**config.mk**
```make
export PLATFORM = sky130hd
export DESIGN_NAME = output_neuron_flat
export DESIGN_NICKNAME = d
export VERILOG_FILES = /design/src/rtl/output_neuron_if.sv /design/src/rtl/output_neuron.sv /design/src/flat_wrapper.sv
export SDC_FILE = /design/constraint.sdc
export NUM_CORES = 1
export LEC_CHECK = 0
export CAP_MARGIN = 15
export CORE_ASPECT_RATIO = 1.5
export CORE_UTILIZATION = 45
export DETAILED_ROUTE_END_ITERATION = 7
export GPL_ROUTABILITY_DRIVEN = 0
export PLACE_DENSITY_LB_ADDON = 0.08
export SETUP_SLACK_MARGIN = 0.15
export SYNTH_ARGS = -nofsm -noshare
export SYNTH_HDL_FRONTEND = slang
export SYNTH_SLANG_ARGS = --single-unit
```
**constraint.sdc**
```tcl
create_clock -name clk -period 2.71 [get_ports clk]
set_clock_uncertainty 0.15 [all_clocks]
set_input_delay 0.4065 -clock clk [delete_from_list [all_inputs] [get_ports clk]]
set_output_delay 0.4065 -clock clk [all_outputs]
set_load 0.1 [all_outputs]
```
**src/rtl/output_neuron_if.sv**
```systemverilog
// Event bus between the neuron-unit fabric, the WTA arbiter and one output
// neuron.
//
// Handshake: there is no ready signal anywhere on this bus. Every signal is a
// single-cycle pulse. valid_li qualifies won_lost: won_lost is meaningful only
// in a cycle where valid_li is high. The neuron samples valid_li/won_lost in
// every ARB cycle, including the cycle in which it raises start_li.
//
// Signals:
//   TU_incre, isor_0_start, isor_1_start, li, spike_ip_nub, valid_li,
//   won_lost                            : into the neuron
//   spike_op_nu, start_li, valid_nu     : out of the neuron
interface output_neuron_if;
  logic TU_incre;
  logic isor_0_start;
  logic isor_1_start;
  logic li;
  logic spike_ip_nub;
  logic valid_li;
  logic won_lost;
  logic spike_op_nu;
  logic start_li;
  logic valid_nu;

  modport master (
    output TU_incre, isor_0_start, isor_1_start, li, spike_ip_nub, valid_li,
           won_lost,
    input  spike_op_nu, start_li, valid_nu
  );

  modport slave (
    input  TU_incre, isor_0_start, isor_1_start, li, spike_ip_nub, valid_li,
           won_lost,
    output spike_op_nu, start_li, valid_nu
  );
endinterface

```
**src/rtl/output_neuron.sv**
```systemverilog
// Leaky integrate-and-fire output-layer neuron.
//
// Integrates input spikes into an unsigned membrane potential, leaks on each
// TU boundary and takes lateral inhibition. In training mode a threshold
// crossing is arbitrated through an external WTA block; in inference mode it
// fires directly. All state and outputs are registered.
//
// Ports:
//   clk       : clock, rising edge
//   rst       : asynchronous active-low reset
//   nif       : event bus (slave side), see output_neuron_if
//   dbg_state : current FSM state (0 IDLE, 1 INTEG, 2 ARB, 3 REFRAC)
//   dbg_v     : current membrane potential
module output_neuron #(
  parameter int MEMB_W    = 16,
  parameter int V_TH      = 100,
  parameter int INC       = 10,
  parameter int LEAK      = 1,
  parameter int INH       = 50,
  parameter int REFRAC_TU = 2,
  parameter int T_WIN     = 16
) (
  input  logic              clk,
  input  logic              rst,
  output_neuron_if.slave    nif,
  output logic [1:0]        dbg_state,
  output logic [MEMB_W-1:0] dbg_v
);

  typedef enum logic [1:0] {
    IDLE   = 2'd0,
    INTEG  = 2'd1,
    ARB    = 2'd2,
    REFRAC = 2'd3
  } state_t;

  localparam int SW = MEMB_W + 2;
  localparam int TW = $clog2(T_WIN + 1);
  localparam int RW = $clog2(REFRAC_TU + 1);

  localparam logic signed [SW-1:0] INC_S  = SW'(INC);
  localparam logic signed [SW-1:0] LEAK_S = SW'(LEAK);
  localparam logic signed [SW-1:0] INH_S  = SW'(INH);
  localparam logic signed [SW-1:0] ZERO_S = '0;
  localparam logic signed [SW-1:0] MAX_S  = $signed({2'b00, {MEMB_W{1'b1}}});

  state_t            state_q, state_d;
  logic [MEMB_W-1:0] v_q, v_d, v_next;
  logic [TW-1:0]     tu_cnt_q, tu_cnt_d;
  logic [RW-1:0]     ref_cnt_q, ref_cnt_d;
  logic              mode_q, mode_d;
  logic              spike_q, spike_d;
  logic              start_li_q, start_li_d;
  logic              valid_q, valid_d;
  logic              win_end;
  logic signed [SW-1:0] sum;

  // Integration step with two guard bits so that underflow shows up as a
  // negative value and overflow above the unsigned range can be clamped.
  always_comb begin
    sum = $signed({2'b00, v_q})
        + (nif.spike_ip_nub ? INC_S  : ZERO_S)
        - (nif.TU_incre     ? LEAK_S : ZERO_S)
        - (nif.li           ? INH_S  : ZERO_S);
    v_next = sum[MEMB_W-1:0];
    if (sum < ZERO_S) begin
      v_next = '0;
    end else if (sum > MAX_S) begin
      v_next = '1;
    end
  end

  always_comb begin
    state_d    = state_q;
    v_d        = v_q;
    tu_cnt_d   = tu_cnt_q;
    ref_cnt_d  = ref_cnt_q;
    mode_d     = mode_q;
    spike_d    = 1'b0;
    start_li_d = 1'b0;
    valid_d    = 1'b0;

    // The window counter saturates at T_WIN; a saturated counter keeps
    // win_end high so an ARB still in progress exits to IDLE once resolved.
    if (state_q != IDLE && nif.TU_incre && tu_cnt_q != TW'(T_WIN)) begin
      tu_cnt_d = tu_cnt_q + 1'b1;
    end
    win_end = (tu_cnt_d == TW'(T_WIN));

    if (nif.isor_0_start || nif.isor_1_start) begin
      state_d   = INTEG;
      v_d       = '0;
      tu_cnt_d  = '0;
      ref_cnt_d = '0;
      mode_d    = nif.isor_1_start & ~nif.isor_0_start;
    end else begin
      case (state_q)
        INTEG: begin
          if (win_end) begin
            state_d = IDLE;
          end else if (v_q >= MEMB_W'(V_TH)) begin
            if (!mode_q) begin
              state_d    = ARB;
              start_li_d = 1'b1;
            end else begin
              spike_d = 1'b1;
              valid_d = 1'b1;
              v_d     = '0;
            end
          end else begin
            v_d = v_next;
          end
        end
        ARB: begin
          if (nif.valid_li) begin
            v_d       = '0;
            valid_d   = 1'b1;
            spike_d   = nif.won_lost;
            ref_cnt_d = '0;
            if (win_end) begin
              state_d = IDLE;
            end else if (nif.won_lost) begin
              state_d = REFRAC;
            end else begin
              state_d = INTEG;
            end
          end
        end
        REFRAC: begin
          v_d = '0;
          if (win_end) begin
            state_d = IDLE;
          end else if (nif.TU_incre) begin
            if (ref_cnt_q == RW'(REFRAC_TU - 1)) begin
              state_d   = INTEG;
              ref_cnt_d = '0;
            end else begin
              ref_cnt_d = ref_cnt_q + 1'b1;
            end
          end
        end
        default: begin
        end
      endcase
    end
  end

  always_ff @(posedge clk or negedge rst) begin
    if (!rst) begin
      state_q    <= IDLE;
      v_q        <= '0;
      tu_cnt_q   <= '0;
      ref_cnt_q  <= '0;
      mode_q     <= 1'b0;
      spike_q    <= 1'b0;
      start_li_q <= 1'b0;
      valid_q    <= 1'b0;
    end else begin
      state_q    <= state_d;
      v_q        <= v_d;
      tu_cnt_q   <= tu_cnt_d;
      ref_cnt_q  <= ref_cnt_d;
      mode_q     <= mode_d;
      spike_q    <= spike_d;
      start_li_q <= start_li_d;
      valid_q    <= valid_d;
    end
  end

  assign nif.spike_op_nu = spike_q;
  assign nif.start_li    = start_li_q;
  assign nif.valid_nu    = valid_q;
  assign dbg_state       = state_q;
  assign dbg_v           = v_q;

endmodule

```
**src/flat_wrapper.sv**
```systemverilog
// flat-port wrapper written by rule: the top's interface ports become plain ports
module output_neuron_flat 
#(
  parameter int MEMB_W    = 16,
  parameter int V_TH      = 100,
  parameter int INC       = 10,
  parameter int LEAK      = 1,
  parameter int INH       = 50,
  parameter int REFRAC_TU = 2,
  parameter int T_WIN     = 16
)
  (clk, rst, dbg_state, dbg_v, nif_TU_incre, nif_isor_0_start, nif_isor_1_start, nif_li, nif_spike_ip_nub, nif_valid_li, nif_won_lost, nif_spike_op_nu, nif_start_li, nif_valid_nu);
  output_neuron_if nif_i ();
  input  logic clk;
  input  logic rst;
  output logic [1:0] dbg_state;
  output logic [MEMB_W-1:0] dbg_v;
  input wire logic [$bits(nif_i.TU_incre)-1:0] nif_TU_incre;
  input wire logic [$bits(nif_i.isor_0_start)-1:0] nif_isor_0_start;
  input wire logic [$bits(nif_i.isor_1_start)-1:0] nif_isor_1_start;
  input wire logic [$bits(nif_i.li)-1:0] nif_li;
  input wire logic [$bits(nif_i.spike_ip_nub)-1:0] nif_spike_ip_nub;
  input wire logic [$bits(nif_i.valid_li)-1:0] nif_valid_li;
  input wire logic [$bits(nif_i.won_lost)-1:0] nif_won_lost;
  output wire logic [$bits(nif_i.spike_op_nu)-1:0] nif_spike_op_nu;
  output wire logic [$bits(nif_i.start_li)-1:0] nif_start_li;
  output wire logic [$bits(nif_i.valid_nu)-1:0] nif_valid_nu;
  assign nif_i.TU_incre = nif_TU_incre;
  assign nif_i.isor_0_start = nif_isor_0_start;
  assign nif_i.isor_1_start = nif_isor_1_start;
  assign nif_i.li = nif_li;
  assign nif_i.spike_ip_nub = nif_spike_ip_nub;
  assign nif_i.valid_li = nif_valid_li;
  assign nif_i.won_lost = nif_won_lost;
  assign nif_spike_op_nu = nif_i.spike_op_nu;
  assign nif_start_li = nif_i.start_li;
  assign nif_valid_nu = nif_i.valid_nu;
  output_neuron #(.MEMB_W(MEMB_W), .V_TH(V_TH), .INC(INC), .LEAK(LEAK), .INH(INH), .REFRAC_TU(REFRAC_TU), .T_WIN(T_WIN)) u_core (.clk(clk), .rst(rst), .nif(nif_i), .dbg_state(dbg_state), .dbg_v(dbg_v));
endmodule
```
; After elaboration in Yosys (flattened, before gate mapping)
; Index checks and enable logic that the tools add are counted.
; Widths: inputs -> output; s select.
[totals]
inputBits = 9
elab_cells = 86
register_bits = 29
[classes]
n_reduce_logical = 9
n_eq_ne = 15
n_lt_le_gt_ge = 3
bitwise_logic = 2
mux = 44
addsub = 5
[ops]
columns = op, n
row1 = $mux 16, 7
row2 = $pmux 16 s3, 1
row3 = $sub 18x18->18, 2
row4 = $mux 2, 15
row5 = $add 17x18->18, 1
row6 = $gt 18x17->1 const B, 1
row7 = $lt 18x1->1 const B, 1
row8 = $ge 16x7->1 const B, 1
row9 = $mux 1, 13
row10 = $mux 5, 2
row11 = $ne 4x1->1 const B, 2
row12 = $ne 4x2->1 const B, 2
row13 = $reduce_and 4->1, 2
row14 = $mux 6, 1
row15 = $ne 3x2->1 const B, 2
row16 = $ne 3x3->1 const B, 2
row17 = $pmux 2 s3, 1
row18 = $reduce_and 6->1, 1
row19 = $add 5x1->5 const B, 1
row20 = $eq 5x5->1 const B, 1
row21 = $ne 5x5->1 const B, 1
row22 = $eq 2x1->1 const B, 2
row23 = $eq 2x2->1 const B, 2
row24 = $mux 4, 1
row25 = other kinds (11), 13

; Depth between registers and ports, before layout
; Gate-level depths: netlist of the first run.
[logic_depth]
depth_word = 11
mapped_depth = 13

; Worst setup path before layout of the first run
; OpenSTA, ideal clock, no wires.
[synth_timing]
path_type = register to register
startpoint = reg u_core.v_q[0] (netlist: u_core.dbg_v[0])
endpoint = reg u_core.v_q[10] (netlist: u_core.dbg_v[10])
slack_ns = -0.930
path_stages_with_launch = 14
setup_time_ns = 0.083
arrival_time_ns = 3.407
t_required_ns = 2.477
cell_sequence = dfrtp_1 inv_1 ha_1 inv_1 fa_1 ha_1 a21oi_1 o211ai_1 a21oi_1 a31oi_1 xnor2_1 buf_2 nor2_1 o21ai_0
[synth_via]
elab_chain_len = 10
elab_cells_between_ends = 14
classes_between = 3 x add/sub / 3 x order compare / 1 x eq/ne / 6 x mux / 1 x reduce/logical
[synth_lines]
columns = element, line
row1 = start: declaration, output_neuron.sv:48  ; logic [MEMB_W-1:0] v_q, v_d, v_next;
row2 = start signal: assignment, output_neuron.sv:160  ; v_q <= v_d;
row3 = $add 17x18->18, output_neuron.sv:62  ; + (nif.spike_ip_nub ? INC_S : ZERO_S)
row4 = $sub 18x18->18, output_neuron.sv:63  ; - (nif.TU_incre ? LEAK_S : ZERO_S)
row5 = $sub 18x18->18, output_neuron.sv:64  ; - (nif.li ? INH_S : ZERO_S);
row6 = $gt 18x17->1, output_neuron.sv:68  ; end else if (sum > MAX_S) begin
row7 = $mux 16, output_neuron.sv:68
row8 = $mux 16, output_neuron.sv:66  ; if (sum < ZERO_S) begin
row9 = $mux 16, output_neuron.sv:101  ; end else if (v_q >= MEMB_W'(V_TH)) begin
row10 = $mux 16, output_neuron.sv:99  ; if (win_end) begin
row11 = $pmux 16 s3, output_neuron.sv:97  ; case (state_q)
row12 = $mux 16, output_neuron.sv:90  ; if (nif.isor_0_start || nif.isor_1_start) begin
; Several ways; a longest one is shown, not always the timed one. The select of a mux whose other input is x is not followed.
; A chain may end at the register's enable or synchronous reset.

; Worst setup path after layout of the first run
[layout_timing]
startpoint = reg u_core.v_q[0] (netlist: u_core.dbg_v[0])
endpoint = reg u_core.v_q[15] (netlist: u_core.dbg_v[15])
; The elaborated chain is that of the path after synthesis.

==> flow_summary.toml, run 1 <==
[clock_tree]
clkLatencyLatePin_ns = 0.28
h-tree-depth = 2
postCtsHoldBufs = 0
clk_pin_slew_ns = 0.07
cts_made_buffers = 5
clock-root-buffer = "clkbuf_8"
cts_buffer_depth = 2
cts.sinks = 29
cts_tree = "done"

[detailed_routing]
via_count = 2587
wire_per_inst_um = 14.72
drt_iter0_drc = 51
via_per_inst = 5.390
drcViolationCount = 0
ant_nets = 0
firstDrtPassIters = 4
drt_wl_total_mm = 7.066

[critical_path]
cp-start-kind = "register"
slowest_delay_ns = 0.56
crit_fanout = 5
worstSetupStartpoint = "u_core.dbg_v[0]"
crit_buf_inv = 3
worst_r2r_endpoint = "u_core.dbg_v[15]"
reg2reg_depth = 13
r2r_start = "u_core.dbg_v[0]"
critPathTopFamily = "compound AO/OA/AOI/OAI gates"
endpoint = "u_core.dbg_v[15]"
crit_top_cell = "ha_4"
cp.depth = 13
crit_path_end_kind = "register"
crit_chain = "inv_4 -> ha_4 -> inv_2 -> fa_2 -> ha_4 -> a21oi_4 -> o211ai_1 -> a22oi_2 -> nor2_1 -> a2111o_1 -> nand4b_4 -> buf_12 -> o21ai_2"
rrSetupSlack_ns = -0.28
arrival_ns = 3.00
slowest_stage = "fa_2"
path_class = "register to register"
cp.required_ns = 2.72

[timing]
report.final.slew_viol_count = 0
fin_ws_ns = -0.2791
finalSetupViolations = 16
fmax_ghz = 0.3345
period_share_pct = 110.3
rsz0062_at_grt = "yes"
worst_pin_slew_ns = 0.7280
hold_violations = 0
period_minus_slack_ns = 2.989
max-slew-margin-rel_pct = 51.09

[yosys]
avgSynthCellArea_um2 = 8.246
ys_seq_elements = 29
synth_ff_type = "dfrtp_1"
synth.top_cell.area_share_pct = 27.08
async_flop_share_pct = 100.0
synth_cells = 325
synth_common_cells = "39 x inv_1, 36 x ha_1, 34 x nand2_1"
syn-num-nets = 371
synth_area_mm2 = 0.002680
yosysMostFrequentCell = "inv_1"
synth_area_leaders = "dfrtp_1 27%, ha_1 17%, inv_1 5.5%"
yosysWarnings = 0
yosysTopAreaCell = "dfrtp_1"
synth-edff-count = 0
synth-seq-area-share_pct = 27.08
ys_types = 52

[die]
core_area_mm2 = 0.005786
die_w_um = 65.01
pin_count = 30
start_util_pct = 46.32
fp.dieArea_mm2 = 0.006274
num_rows = 34
die-height_um = 96.52

[global_route]
antenna_found_initial = 0
grt_usage_pct = 23.68
grt_pass1_vias = 2551
gr-total-overflow = 0
grt_start_max_net_pins = 30
grt_pass1_wl_mm = 11.47

[worst_hold_path]
worstHoldPathType = "register to register"

[final_layout]
multiInputGateArea_mm2 = 0.002032
drive_gt1_share_pct = 35.78
seq_area_um2 = 750.7
fillCellCount = 514
final_cells = 480
nNetsFinal = 454
synthToLayoutAreaGrowth_pct = 41.46
diodes = 0
final_util_pct = 65.53

[place]
numPortBuffers = 29
place_ws_ns = -0.9181
dp.cells = 462
dp_hpwl_mm = 5.329

[pwr]
power.density_mw_per_mm2 = 900.2
leakage_uw = 0.001748
irDropWorstVdd_uv = 478.5

[status]
failed_checks = "setup timing"
status = "finished, violations left"

[flow_run]
cap_violations = 0
==> sequential cells by signal, summed over array words and instances, names as in the netlist <==
name / count
u_core.dbg_v: 16
u_core.tu_cnt_q: 5
u_core.dbg_state: 2
u_core.ref_cnt_q: 2
u_core.mode_q: 1
u_core.nif.spike_op_nu: 1
u_core.nif.start_li: 1
u_core.nif.valid_nu: 1
==> layout make-up <==
class                           instances  area share [%]
Clock buffer                            7           2.277
Inverter                               39           4.059
Multi-Input combinational cell        252           53.60
Sequential cell                        29           19.80
Tap cell                               72           2.376
Timing Repair Buffer                   81           17.89
==> cell families (layout without fill, tap and decap cells) <==
kind of cell | Yosys count | after routing | share of synthesized area [%]
flip-flops | 29 | 29 | 27.08
buffers and inverters | 45 | 127 | 7.003
AO/OA/AOI/OAI | 97 | 97 | 24.65
adder cells (fa/ha/maj) | 37 | 37 | 17.55
XOR/XNOR | 14 | 14 | 4.575
AND/OR/NAND/NOR | 101 | 102 | 18.39
multiplexers | 2 | 2 | 0.7470
==> metal layers <==
layer | GRT usage (%) | share of wire (%) | vias up | routed length, µm
li1 | - | - | 1303 | -
met1 | 27.30 | 41 | 1240 | 2919
met2 | 44.44 | 55 | 34 | 3883
met3 | 2.230 | 1.6 | 10 | 113
met4 | 9.239 | 2.1 | 0 | 150
met5 | 0 | 0 | - | 0
==> placed cells by master (no fill, tap or decap), types with 6 or more instances in the layout <==
cell,Yosys,layout
buf_4,0,66
inv_1,39,34
nand2_1,34,34
nor2_1,30,30
ha_1,36,26
a21oi_1,28,25
dfrtp_1,29,17
o21ai_2,11,13
dfrtp_2,0,8
xnor2_1,8,7
nor3_1,10,7
o21ai_0,17,7
o21ai_1,0,7
xor2_1,6,6
ha_4,0,6
clkbuf_8,0,6
clkdlybuf4s50_1,0,6
==> metrics by stage <==
step | power (µW) | setup TNS [ns] | instance area, µm² | hold WS [ns]
finish | 3413 | -4.133 | 3791 | 0.3280
global route | 3651 | -5.810 | 3791 | 0.3712
CTS | 3230 | -7.796 | 3587 | 0.3337
detailed placement | 2728 | -15.07 | 3392 | 0.3183
global placement | 2707 | -13.98 | 3392 | 0.3152
floorplan | 2130 | -5.188 | 2780 | -0.03909
==> report_power, final <==
| group | total, µW | switching [µW] | internal [µW] | leakage [µW] |
|---|---|---|---|---|
| clock | 364 | 163 | 201 | 0.0000443 |
| combinational | 2480 | 1450 | 1030 | 0.00133 |
| sequential | 566 | 61.8 | 504 | 0.000376 |
==> worst min-delay path by stage <==
stage,start,endpoint,slack [ns],depth (start not counted)
after floorplan,rst,u_core.dbg_v[10],-0.04,0
after global placement,u_core.ref_cnt_q[1],u_core.ref_cnt_q[1],0.32,1
after detailed placement,u_core.ref_cnt_q[1],u_core.ref_cnt_q[1],0.32,1
after CTS,u_core.ref_cnt_q[1],u_core.ref_cnt_q[1],0.33,1
after global routing,u_core.ref_cnt_q[1],u_core.ref_cnt_q[1],0.37,1
final,u_core.ref_cnt_q[1],u_core.ref_cnt_q[1],0.33,1
==> what timing repair did <==
action	in CTS	in global routing
buffers inserted	5	5
pin swaps	22	18
resized for setup	14	35
endpoints found under the setup margin	20	20
gates cloned	1	0
==> worst register-to-register path, delay by kind of cell (launching register included) <==
family,cells,cell delay (ns)
buffers and inverters,3,0.23
adders and majority gates,3,0.88
DFF,1,0.48
AOI/OAI and AO/OA,5,0.89
and+or+nand+nor,2,0.25
No activity file was read; power rests on OpenSTA's default activity.
==> inputs of run 2 (changes only) <==
--- a/config.mk
+++ b/config.mk
@@ -10,8 +10,9 @@
 export CORE_UTILIZATION = 45
 export DETAILED_ROUTE_END_ITERATION = 7
 export GPL_ROUTABILITY_DRIVEN = 0
-export PLACE_DENSITY_LB_ADDON = 0.08
+export PLACE_DENSITY = 0.69
 export SETUP_SLACK_MARGIN = 0.15
 export SYNTH_ARGS = -nofsm -noshare
 export SYNTH_HDL_FRONTEND = slang
 export SYNTH_SLANG_ARGS = --single-unit
+export TNS_END_PERCENT = 30
==> run 2 against run 1 <==
  * The flow still finishes with violations (setup timing)
  * First-iteration DRC count is 25% higher
  * Combinational power decreased by 6%
  * Critical path depth increased by 1
  * Sequential power decreased by 3%
  * Clock power up 3%
  * Total power decreased by 5.0%
  * Non-clock buffer count decreased by 2
  * Critical path type unchanged
  * Largest cell class unchanged
  * Highest routed layer unchanged
==> flow_summary.toml, run 2 (synthesis results as in run 1) <==
[worst_hold_path]
worstHoldPathType = "input port to async pin"

[pwr]
irDropWorstVdd_uv = 526.1
power.density_mw_per_mm2 = 889.3
total_power_uw = 3241
leakage_uw = 0.001733

[global_route]
grt_pass1_vias = 2626
grt_start_max_net_pins = 30
gr-total-overflow = 0
grt_pass1_wl_mm = 11.73
grt_usage_pct = 24.29
antenna_found_initial = 0

[die]
num_rows = 34
pin_count = 30
die-height_um = 96.52
die_w_um = 65.01
fp.dieArea_mm2 = 0.006274
core_area_mm2 = 0.005786
start_util_pct = 46.32

[detailed_routing]
drt_iter0_drc = 64
drcViolationCount = 0
via_count = 2544
ant_nets = 0
firstDrtPassIters = 4
drt_wl_total_mm = 6.973
via_per_inst = 5.322
wire_per_inst_um = 14.59

[final_layout]
diodes = 0
largest_reg_flops = 16
fillCellCount = 530
final_cells = 478
synthToLayoutAreaGrowth_pct = 35.99
final_cell_mix = "64 x buf_4, 36 x inv_1, 34 x nand2_1"
final_common_cell = "buf_4"
fin_area_mm2 = 0.003645
drive_gt1_share_pct = 30.79
nNetsFinal = 451

[clock_tree]
cts_tree = "done"
cts.sinks = 29
cts_made_buffers = 5
h-tree-depth = 2
clock-root-buffer = "clkbuf_8"
cts_buffer_depth = 2
clkLatencyLatePin_ns = 0.29
clk_pin_slew_ns = 0.06

[place]
dp_hpwl_mm = 5.363
numPortBuffers = 29
dp.cells = 462
place_area_mm2 = 0.003363

[critical_path]
path_class = "register to register"
cp-start-kind = "register"
r2r_start = "u_core.dbg_v[0]"
crit_path_end_kind = "register"
crit_fanout = 5
reg2reg_depth = 14
rrSetupSlack_ns = -0.36
worst_r2r_endpoint = "u_core.dbg_v[13]"
arrival_ns = 3.10
cp.required_ns = 2.73

[status]
status = "finished, violations left"
failed_checks = "setup timing"

[timing]
max-slew-margin-rel_pct = 69.36
rsz0062_at_grt = "yes"
fmax_ghz = 0.3254
period_share_pct = 113.4
finalSetupViolations = 16
period_minus_slack_ns = 3.073
worst_pin_slew_ns = 0.4597
fin_ws_ns = -0.3631
hold_violations = 0
report.final.slew_viol_count = 0

[flow_run]
cap_violations = 0
-- run 2: report_power, final --
group / internal [µW] / switching, µW / total (µW)
clock: 207 / 169 / 376
sequential: 496 / 50.9 / 547
combinational: 962 / 1360 / 2320
total: 1670 / 1580 / 3240
-- run 2: worst max-delay path, stage by stage, from the launching register on --
cell	delay, ns
dfrtp_4	0.49
inv_4	0.06
ha_4	0.11
inv_2	0.03
fa_1	0.47
ha_1	0.30
a21oi_2	0.20
o211ai_1	0.14
a22oi_2	0.21
nor2_1	0.06
a2111o_1	0.33
nand4b_4	0.12
buf_4	0.12
buf_6	0.12
o21ai_2	0.06
-- run 2: layout make-up --
cell class,instances,area (µm²),area share [%]
inverter,39,148.9,4.085
sequential,29,742.0,20.36
tap,72,90.09,2.472
timing repair buffer,79,670.6,18.40
multi-input combinational,251,1903,52.21
clock buffer,8,90.09,2.472
-- run 2: worst max path at each step --
stage,start,endpoint,slack (ns),cells after the start
finish,u_core.dbg_v[0],u_core.dbg_v[13],-0.36,14
global route,u_core.dbg_v[0],u_core.dbg_v[13],-0.52,14
CTS,u_core.dbg_v[0],u_core.dbg_v[0],-0.38,13
detailed placement,nif_TU_incre,u_core.dbg_v[10],-0.79,13
global placement,nif_TU_incre,u_core.dbg_v[6],-0.75,13
floorplan,u_core.dbg_v[0],u_core.dbg_v[10],-0.36,13
-- run 2: stage by stage --
stage / setup TNS [ns] / hold WS [ns] / setup slack [ns] / utilization, %
floorplan: -5.484 / -0.03909 / -0.3576 / -
global placement: -12.60 / 0.3137 / -0.7465 / 58.13
detailed placement: -13.25 / 0.3456 / -0.7917 / 58.13
CTS: -5.778 / 0.3594 / -0.3840 / 61.96
global route: -7.843 / 0.3882 / -0.5188 / 63.00
finish: -5.460 / 0.3520 / -0.3631 / 63.00
-- run 2: metal layers --
metal,vias to the layer above,wire length (µm),global-route usage [%]
li1,1294,-,-
met1,1210,2881,26.76
met2,28,3839,47.31
met3,12,130,3.286
met4,0,122,7.428
met5,-,0,0
-- run 2: what timing repair did --
action / 4_1_cts / 5_1_grt
hold buffers: 0 / 0
buffers inserted: 6 / 1
gates resized for setup: 13 / 20
endpoints found under the setup margin: 20 / 19
cloned: 1 / 0
pin swaps: 11 / 13
==> inputs of run 3 (changes only) <==
--- a/config.mk
+++ b/config.mk
@@ -10,6 +10,7 @@
 export CORE_UTILIZATION = 45
 export DETAILED_ROUTE_END_ITERATION = 7
 export GPL_ROUTABILITY_DRIVEN = 0
+export HOLD_SLACK_MARGIN = 0.12
 export PLACE_DENSITY = 0.69
 export SETUP_SLACK_MARGIN = 0.15
 export SYNTH_ARGS = -nofsm -noshare
==> results of run 3 <==
No change in the layout: final DEF, timing and power equal those of run 2.
